## config.mk

```make
export PLATFORM = sky130hd
export DESIGN_NAME = lat_unit_scoreboard
export DESIGN_NICKNAME = d
export VERILOG_FILES = /design/src/rtl/lat_unit_scoreboard.sv
export SDC_FILE = /design/constraint.sdc
export NUM_CORES = 1
export LEC_CHECK = 0
export BUFFER_PORTS_ARGS = -buffer_cell sky130_fd_sc_hd__buf_2
export CORE_ASPECT_RATIO = 1.1
export CORE_MARGIN = 4
export CORE_UTILIZATION = 52
export CTS_CLUSTER_DIAMETER = 150
export DETAILED_ROUTE_END_ITERATION = 6
export GPL_TIMING_DRIVEN = 0
export PLACE_DENSITY = 0.79
export SLEW_MARGIN = 20
export SYNTH_ARGS = -nofsm -noshare
export SYNTH_HDL_FRONTEND = slang
export SYNTH_SLANG_ARGS = --single-unit
```

## constraint.sdc

```tcl
create_clock -name clk -period 2.5 [get_ports clk]
set_input_delay 0.125 -clock clk [delete_from_list [all_inputs] [get_ports clk]]
set_output_delay 0.125 -clock clk [all_outputs]
set_load 0.02 [all_outputs]
```

## src/rtl/lat_unit_scoreboard.sv

```systemverilog
// Scoreboard for destination registers of in-flight multi-cycle ops on the
// MDU, AMO and FPU. Each unit holds at most one op. A done pulse starts a short
// settle window so that ID keeps stalling while the result reaches forwarding.
module lat_unit_scoreboard #(
  parameter int unsigned SETTLE_CYCLES = 1,
  parameter int unsigned NUM_UNITS     = 3
) (
  input  logic                 clk,
  input  logic                 reset,
  input  logic                 flush,
  input  logic                 issue_valid,
  input  logic [1:0]           issue_unit,
  input  logic [4:0]           issue_rd,
  input  logic                 issue_fp,
  input  logic                 mdu_done,
  input  logic                 amo_done,
  input  logic                 fpu_done,
  input  logic                 id_valid,
  input  logic [4:0]           id_rs1,
  input  logic [4:0]           id_rs2,
  input  logic [4:0]           id_fp_rs1,
  input  logic [4:0]           id_fp_rs2,
  input  logic [4:0]           id_fp_rs3,
  input  logic [4:0]           id_rd,
  input  logic                 id_rd_fp,
  output logic [NUM_UNITS-1:0] issue_ready,
  output logic                 stall_raw,
  output logic                 stall_waw,
  output logic [31:0]          int_busy_vec,
  output logic [31:0]          fp_busy_vec,
  output logic                 err_sticky
);

  localparam int unsigned CNT_W = 3;
  localparam logic [CNT_W-1:0] SETTLE_LOAD =
    (SETTLE_CYCLES == 0) ? CNT_W'(0) : CNT_W'(SETTLE_CYCLES - 1);

  typedef enum logic [1:0] {
    S_IDLE   = 2'd0,
    S_EXEC   = 2'd1,
    S_SETTLE = 2'd2
  } slot_state_e;

  slot_state_e            state_q [NUM_UNITS];
  slot_state_e            state_d [NUM_UNITS];
  logic [4:0]             rd_q    [NUM_UNITS];
  logic [4:0]             rd_d    [NUM_UNITS];
  logic                   fp_q    [NUM_UNITS];
  logic                   fp_d    [NUM_UNITS];
  logic [CNT_W-1:0]       cnt_q   [NUM_UNITS];
  logic [CNT_W-1:0]       cnt_d   [NUM_UNITS];
  logic                   err_d;

  logic [NUM_UNITS-1:0]   done;
  logic [NUM_UNITS-1:0]   issue_sel;
  logic [NUM_UNITS-1:0]   idle;
  logic [NUM_UNITS-1:0]   exec;

  assign done = NUM_UNITS'({fpu_done, amo_done, mdu_done});

  // Decode per-slot issue targets and current slot phase.
  always_comb begin
    issue_sel = '0;
    idle      = '0;
    exec      = '0;
    for (int u = 0; u < NUM_UNITS; u++) begin
      issue_sel[u] = issue_valid && (issue_unit == 2'(u));
      idle[u]      = (state_q[u] == S_IDLE);
      exec[u]      = (state_q[u] == S_EXEC);
    end
  end

  // Slot state registers and sticky protocol error.
  always_ff @(posedge clk or posedge reset) begin
    if (reset) begin
      for (int u = 0; u < NUM_UNITS; u++) begin
        state_q[u] <= S_IDLE;
        rd_q[u]    <= '0;
        fp_q[u]    <= 1'b0;
        cnt_q[u]   <= '0;
      end
      err_sticky <= 1'b0;
    end else begin
      for (int u = 0; u < NUM_UNITS; u++) begin
        state_q[u] <= state_d[u];
        rd_q[u]    <= rd_d[u];
        fp_q[u]    <= fp_d[u];
        cnt_q[u]   <= cnt_d[u];
      end
      err_sticky <= err_d;
    end
  end

  // Next-state logic per slot; flush wins over issue and done.
  always_comb begin
    for (int u = 0; u < NUM_UNITS; u++) begin
      state_d[u] = state_q[u];
      rd_d[u]    = rd_q[u];
      fp_d[u]    = fp_q[u];
      cnt_d[u]   = cnt_q[u];
      case (state_q[u])
        S_IDLE: begin
          if (issue_sel[u]) begin
            state_d[u] = S_EXEC;
            rd_d[u]    = issue_rd;
            fp_d[u]    = issue_fp;
          end
        end
        S_EXEC: begin
          if (done[u]) begin
            state_d[u] = (SETTLE_CYCLES == 0) ? S_IDLE : S_SETTLE;
            cnt_d[u]   = SETTLE_LOAD;
          end
        end
        S_SETTLE: begin
          if (cnt_q[u] == '0) state_d[u] = S_IDLE;
          else                cnt_d[u]   = cnt_q[u] - CNT_W'(1);
        end
        default: state_d[u] = S_IDLE;
      endcase
      if (flush) state_d[u] = S_IDLE;
    end
  end

  // Protocol violations are ignored by the slots but remembered until reset.
  always_comb begin
    err_d = err_sticky;
    if (!flush) begin
      if (issue_valid && (issue_unit == 2'd3)) err_d = 1'b1;
      if (|(issue_sel & ~idle))                err_d = 1'b1;
      if (|(done & ~exec))                     err_d = 1'b1;
    end
  end

  // Busy vectors and ready flags from registered slot state only.
  always_comb begin
    int_busy_vec = '0;
    fp_busy_vec  = '0;
    issue_ready  = idle;
    for (int u = 0; u < NUM_UNITS; u++) begin
      if (!idle[u]) begin
        if (fp_q[u])              fp_busy_vec[rd_q[u]]  = 1'b1;
        else if (rd_q[u] != 5'd0) int_busy_vec[rd_q[u]] = 1'b1;
      end
    end
  end

  // ID hazard checks against the pending destination sets.
  always_comb begin
    stall_raw = id_valid && (
                  ((id_rs1 != 5'd0) && int_busy_vec[id_rs1]) ||
                  ((id_rs2 != 5'd0) && int_busy_vec[id_rs2]) ||
                  fp_busy_vec[id_fp_rs1] ||
                  fp_busy_vec[id_fp_rs2] ||
                  fp_busy_vec[id_fp_rs3]);
    stall_waw = id_valid && (id_rd_fp ? fp_busy_vec[id_rd] : int_busy_vec[id_rd]);
  end

endmodule

```

[After elaboration in Yosys (flattened, before gate mapping)]
Index checks and enable logic that the tools add are counted.
Storage, ports and cells
  bits in registers: 34
  bits in latches: 0
  RAM bits: 0
  bits in read-only memories: 0
  input bits: 47
  output and inout bits: 70
  word-level logic and storage cells: 167
  memories: 0
Cells by class
  $add $sub $neg: 3
  $mul: 0
  divide/modulo/power cells: 0
  magnitude comparators: 12
  equal/unequal tests: 24
  shift operators: 0
  mux-type cells: 63
  bitwise operators: 9
  reduce and logical (&&, ||, !) cells: 43
Operator list (number)
  two-way mux 32 bit: 15
  OR 32 bit: 4
  < comparator 5 x 6 -> 1 bit, second input constant: 9
  binary-select mux 1 bit (select 5 bit): 7
  inequality test 3 bit, second input constant: 9
  nonzero test 5 bit: 5
  two-way mux 2 bit: 12
  two-way mux 3 bit: 6
  case mux 2 bit (3 select lines): 3
  case mux 3 bit (2 select lines): 3
  AND reduction 3 bit: 6
  demux 1 bit (select 5 bit): 3
  greater-or-equal comparator 5 x 1 -> 1 bit, second input constant: 3
  two-way mux 1 bit: 14
  inequality test 2 bit, second input constant: 6
  logical AND 1 bit: 11
  == test 2 bit, second input constant: 5
  zero test 3 bit: 3
  subtractor 3 x 1 -> 3 bit, second input constant: 3
  == test 2 x 1 -> 1 bit, second input constant: 4
  zero test 2 bit: 4
  AND reduction 2 bit: 4
  AND 3 bit: 2
  inverter 3 bit: 2
  other kinds (5): 11

[Longest topological paths before layout]
  depth in word-level cells: 23
  mapped depth: 11
  depth with buffers taken out: 9

[Worst setup path before layout]
No wires, ideal clock.
  path kind: register to output
  start point: register rd_q[8] (netlist name)
  end point: output stall_waw
  arrival: 2.775 ns
  required time: 2.375 ns
  path slack: -0.400 ns
  cell stages (with the launch flop): 10
  path buffers: 1
  path through: dfrtp_1 -> buf_2 -> or4b_4 -> o22ai_2 -> a21oi_1 -> mux4_2 -> mux4_2 -> nand3_1 -> nand2_1 -> nor4_2
Between the ends
  word-level cells in the longest chain between the ends: 16
  elaborated cells between the ends (all ways): 26
  classes of those cells: 2 x order compare; 17 x mux; 4 x bitwise; 3 x reduce/logical
Ends and longest elaborated chain
  start: declaration: RTL line 46  | logic [4:0] rd_q [NUM_UNITS];
  start signal: indexed assignment: RTL line 86  | rd_q[u] <= rd_d[u];
  < comparator 5 x 6 -> 1 bit (implied by the code) / greater-or-equal comparator 5 x 1 -> 1 bit (equally long branches): RTL line 142, 143
  logical AND 1 bit (implied by the code): RTL line 142, 143
  two-way mux 1 bit (implied by the code): RTL line 142, 143
  demux 1 bit (select 5 bit): RTL line 142, 143
  OR 32 bit (no source line)
  two-way mux 32 bit: RTL line 143  | else if (rd_q[u] != 5'd0) int_busy_vec[rd_q[u]] = 1'b1;
  two-way mux 32 bit: RTL line 142  | if (fp_q[u]) fp_busy_vec[rd_q[u]] = 1'b1;
  two-way mux 32 bit: RTL line 141  | if (!idle[u]) begin
  OR 32 bit (no source line)
  two-way mux 32 bit: RTL line 143
  two-way mux 32 bit: RTL line 142
  two-way mux 32 bit: RTL line 141
  binary-select mux 1 bit (select 5 bit): RTL line 156  | stall_waw = id_valid && (id_rd_fp ? fp_busy_vec[id_rd] : int_busy_vec[id_rd]);
  two-way mux 1 bit (implied by the code): RTL line 156
  two-way mux 1 bit *: RTL line 156
  logical AND 1 bit *: RTL line 156
  end: declaration: RTL line 28  | output logic stall_waw,
Mark *: on every way between the ends. The rest lies on a longest branch, timed or not. The select of a mux whose other input is x is not followed.

[Final worst setup path]
  start point: register rd_q[6] (netlist name)
  end point: output stall_waw
Same word-level chain as after synthesis.

==> impl_metrics.env <==
export IMPL_run_status="complete, but fails checks"
export IMPL_violations="DRC, setup timing"
export IMPL_cts_tree="built"
export IMPL_grt_util_all_layers_pct=40.2
export IMPL_syn_inst=720
export IMPL_p_total_mw=3.01
export IMPL_remaining_drc_errors=1
export IMPL_clk_path_buf_depth=2
export IMPL_clkSlewWorstSetupHoldPaths_ns=0.05
export IMPL_ys_seq_area_share_pct=14.9
export IMPL_n_antenna_cell=0
export IMPL_syn_avg_cell_area_um2=7.92
export IMPL_startpoint_type="register"
export IMPL_path_class="register to output port"
export IMPL_cts_max_level=2
export IMPL_finalWorstSetupSlack_ns=-0.859
export IMPL_wl_per_cell_um=25.6
export IMPL_grt_max_degree=35
export IMPL_fp_dieH_um=118
export IMPL_synth_top_cells_by_area="dfrtp_1 (15%), mux4_2 (14%), nor3_1 (7.5%)"
export IMPL_path_max_fanout=10
export IMPL_crit_arrival_ns=3.23
export IMPL_grt_pass1_vias=7156
export IMPL_yosys_warnings=0
export IMPL_seqPwrFrac_pct=25.0
export IMPL_vias=7440
export IMPL_tightest_slew_ns=0.740
export IMPL_p_int_mw=1.64
export IMPL_setup_viol=2
export IMPL_yosys_area_top_type="dfrtp_1"
export IMPL_design_core_area_um2=10500
export IMPL_peakVddDrop_mv=0.705
export IMPL_area_growth_pct=37.8
export IMPL_port_buffers=105
export IMPL_ant_nets=0
export IMPL_dpl_hpwl_um=19300
export IMPL_max_cap_violations=0
export IMPL_initial_core_util_pct=54.1
export IMPL_switching_share_pct=45.5
export IMPL_root_buffer="clkbuf_16"
export IMPL_clock_power_share_pct=20.5
export IMPL_p_per_area_nw_per_um2=383
export IMPL_io_pins=117
export IMPL_place_congestion=1.03
export IMPL_period_share_pct=134
export IMPL_wl_um=26100
export IMPL_clk_latency_ns=0.28
export IMPL_die_area_um2=12700
export IMPL_clock_fmax_mhz=298
export IMPL_rsz0062_at_grt="true"
export IMPL_finClkSkew_ns=0.00303
export IMPL_numCtsBuffers=5
export IMPL_synth_edf_count=0
export IMPL_relSlewSlack_pct=50.7
export IMPL_drv_slew=0
export IMPL_hold_class="input port to register"
export IMPL_synth_seq_cells=34
export IMPL_endpoint_kind="output port"
export IMPL_grt_pass1_wl_um=40000
export IMPL_firstDrtPassIters=7
export IMPL_hold_viol=0
export IMPL_switchingPower_mw=1.37
export IMPL_synth_top_flop_cell="dfrtp_1"
export IMPL_async_flop_share_pct=100
export IMPL_via_per_inst=7.28
export IMPL_worst_hold_slack_ns=0.113
export IMPL_synth_nets=773
export IMPL_clock_sinks=34
export IMPL_leakage_nw=3.16
export IMPL_pwr_share_comb_pct=54.4
export IMPL_drt_iter0_drc=1063
export IMPL_drive_above_1_share_pct=44.9
export IMPL_place_worst_setup_slack_ns=-1.06
export IMPL_grt_antenna_before_repair=0
export IMPL_fin_nets=931
export IMPL_die_x_um=108
export IMPL_min_period_ns=3.36
export IMPL_rows=39
export IMPL_tns_ns=-1.68
export IMPL_netlist_cell_type_count=75
export IMPL_syn_area_um2=5710
export IMPL_grt_overflow=0
export IMPL_cp_required_ns=2.38
export IMPL_synthDominantCellAreaShare_pct=14.9
==> cells in the mapped netlist (8+ instances only) <==
| master | number |
|---|---|
| dfrtp_1 | 34 |
| or3_1 | 13 |
| nand3_1 | 9 |
| a211oi_1 | 14 |
| nand4b_1 | 13 |
| a31oi_1 | 8 |
| a311oi_1 | 9 |
| nand2_1 | 20 |
| o211ai_1 | 14 |
| a221oi_1 | 11 |
| nor4_1 | 12 |
| mux2i_1 | 10 |
| a221o_1 | 12 |
| buf_2 | 22 |
| nor3_1 | 86 |
| inv_1 | 65 |
| o22ai_1 | 12 |
| nand4bb_1 | 10 |
| o21ai_0 | 15 |
| clkbuf_1 | 27 |
| mux4_2 | 36 |
| nand2b_1 | 14 |
| a21oi_1 | 25 |
| nor2_1 | 73 |
| mux2_2 | 19 |
==> critical path, stage by stage, from the launching register on <==
cell	delay, ns
dfrtp_2	0.44
buf_4	0.18
or4bb_4	0.60
nor3_1	0.30
nor2_1	0.15
mux4_2	0.48
nand2_1	0.09
o211ai_1	0.09
o2111a_1	0.22
nor4_4	0.24
buf_4	0.17
==> final cells by class <==
type / count / area (µm²)
buffer: 60 / 375
multi-input combinational: 560 / 5150
tap: 143 / 179
clock buffer: 7 / 143
fill: 784 / 2680
inverter: 66 / 248
timing repair buffer: 151 / 902
sequential: 34 / 860
clock inverter: 1 / 5.00
==> cell usage in the layout, fill, tap and decap left out, types with 12 or more instances in the layout <==
cell type    n
buf_2      109
inv_1       63
nor2_1      58
buf_4       56
nor3_1      55
mux4_2      36
dfrtp_1     27
a21oi_1     22
nor3_2      21
clkbuf_1    20
mux2_2      19
nand2_1     18
o211ai_1    14
nor2_2      13
nand4b_1    13
o21ai_0     13
nand2b_1    12
a221o_1     12
or3_1       12
==> stage by stage <==
| stage | util, % | cells | instance area [µm²] |
|---|---|---|---|
| after floorplan | - | 720 | 5790 |
| after global placement | 61.6 | 968 | 6490 |
| after detailed placement | 61.6 | 968 | 6490 |
| after CTS | 72.3 | 1012 | 7620 |
| after global routing | 74.6 | 1022 | 7860 |
| final | 74.6 | 1022 | 7860 |
==> registers in the layout, indices dropped and copies added, names as in the netlist <==
signal and flops:
cnt_q 9, fp_q 3, state_q 6, err_sticky 1, rd_q 15
==> logic make-up (layout without fill, tap and decap cells) <==
| logic type | Yosys count | in the layout | synth area share [%] |
|---|---|---|---|
| and+or+nand+nor | 309 | 310 | 31.1 |
| buffers and inverters | 127 | 285 | 9.23 |
| muxes | 65 | 65 | 19.7 |
| AOI/OAI and AO/OA | 178 | 178 | 23.7 |
| other | 1 | 1 | 0.0657 |
| DFF | 34 | 34 | 14.9 |
| adders and majority gates | 6 | 6 | 1.32 |
==> final timing paths <==
path	startpoint	end	slack [ns]	cells after the start
worst max-delay path	rd_q[6]	stall_waw	-0.86	10
worst min-delay path	issue_rd[2]	rd_q[12]	0.11	3
worst max register to register	state_q[5]	err_sticky	0.64	6
worst min register to register	err_sticky	err_sticky	0.48	1
max in group asynchronous	reset	rd_q[2]	1.48	3
min in group asynchronous	reset	rd_q[14]	0.51	3
==> power groups by stage <==
stage | logic [mW] | clock network, mW | registers (mW)
finish | 1.64 | 0.619 | 0.754
floorplan | 0.845 | 0 | 0.699
CTS | 1.50 | 0.622 | 0.741
global route | 1.70 | 0.648 | 0.764
global placement | 1.21 | 0 | 0.717
detailed placement | 1.21 | 0 | 0.727
==> routing by layer <==
metal / GRT usage, % / routed length, µm
met1: 49.2 / 9110
met2: 64.1 / 11900
met3: 8.34 / 3110
met4: 24.9 / 2030
met5: 0 / 0
==> timing repair <==
item,in CTS,in global routing
resized for setup,153,36
hold endpoints to repair,34,0
pin swaps,36,16
gates cloned,1,1
hold buffers,1,0
setup endpoints to repair,21,2
buffers inserted,35,9
Power figures use the tool's default switching activity.
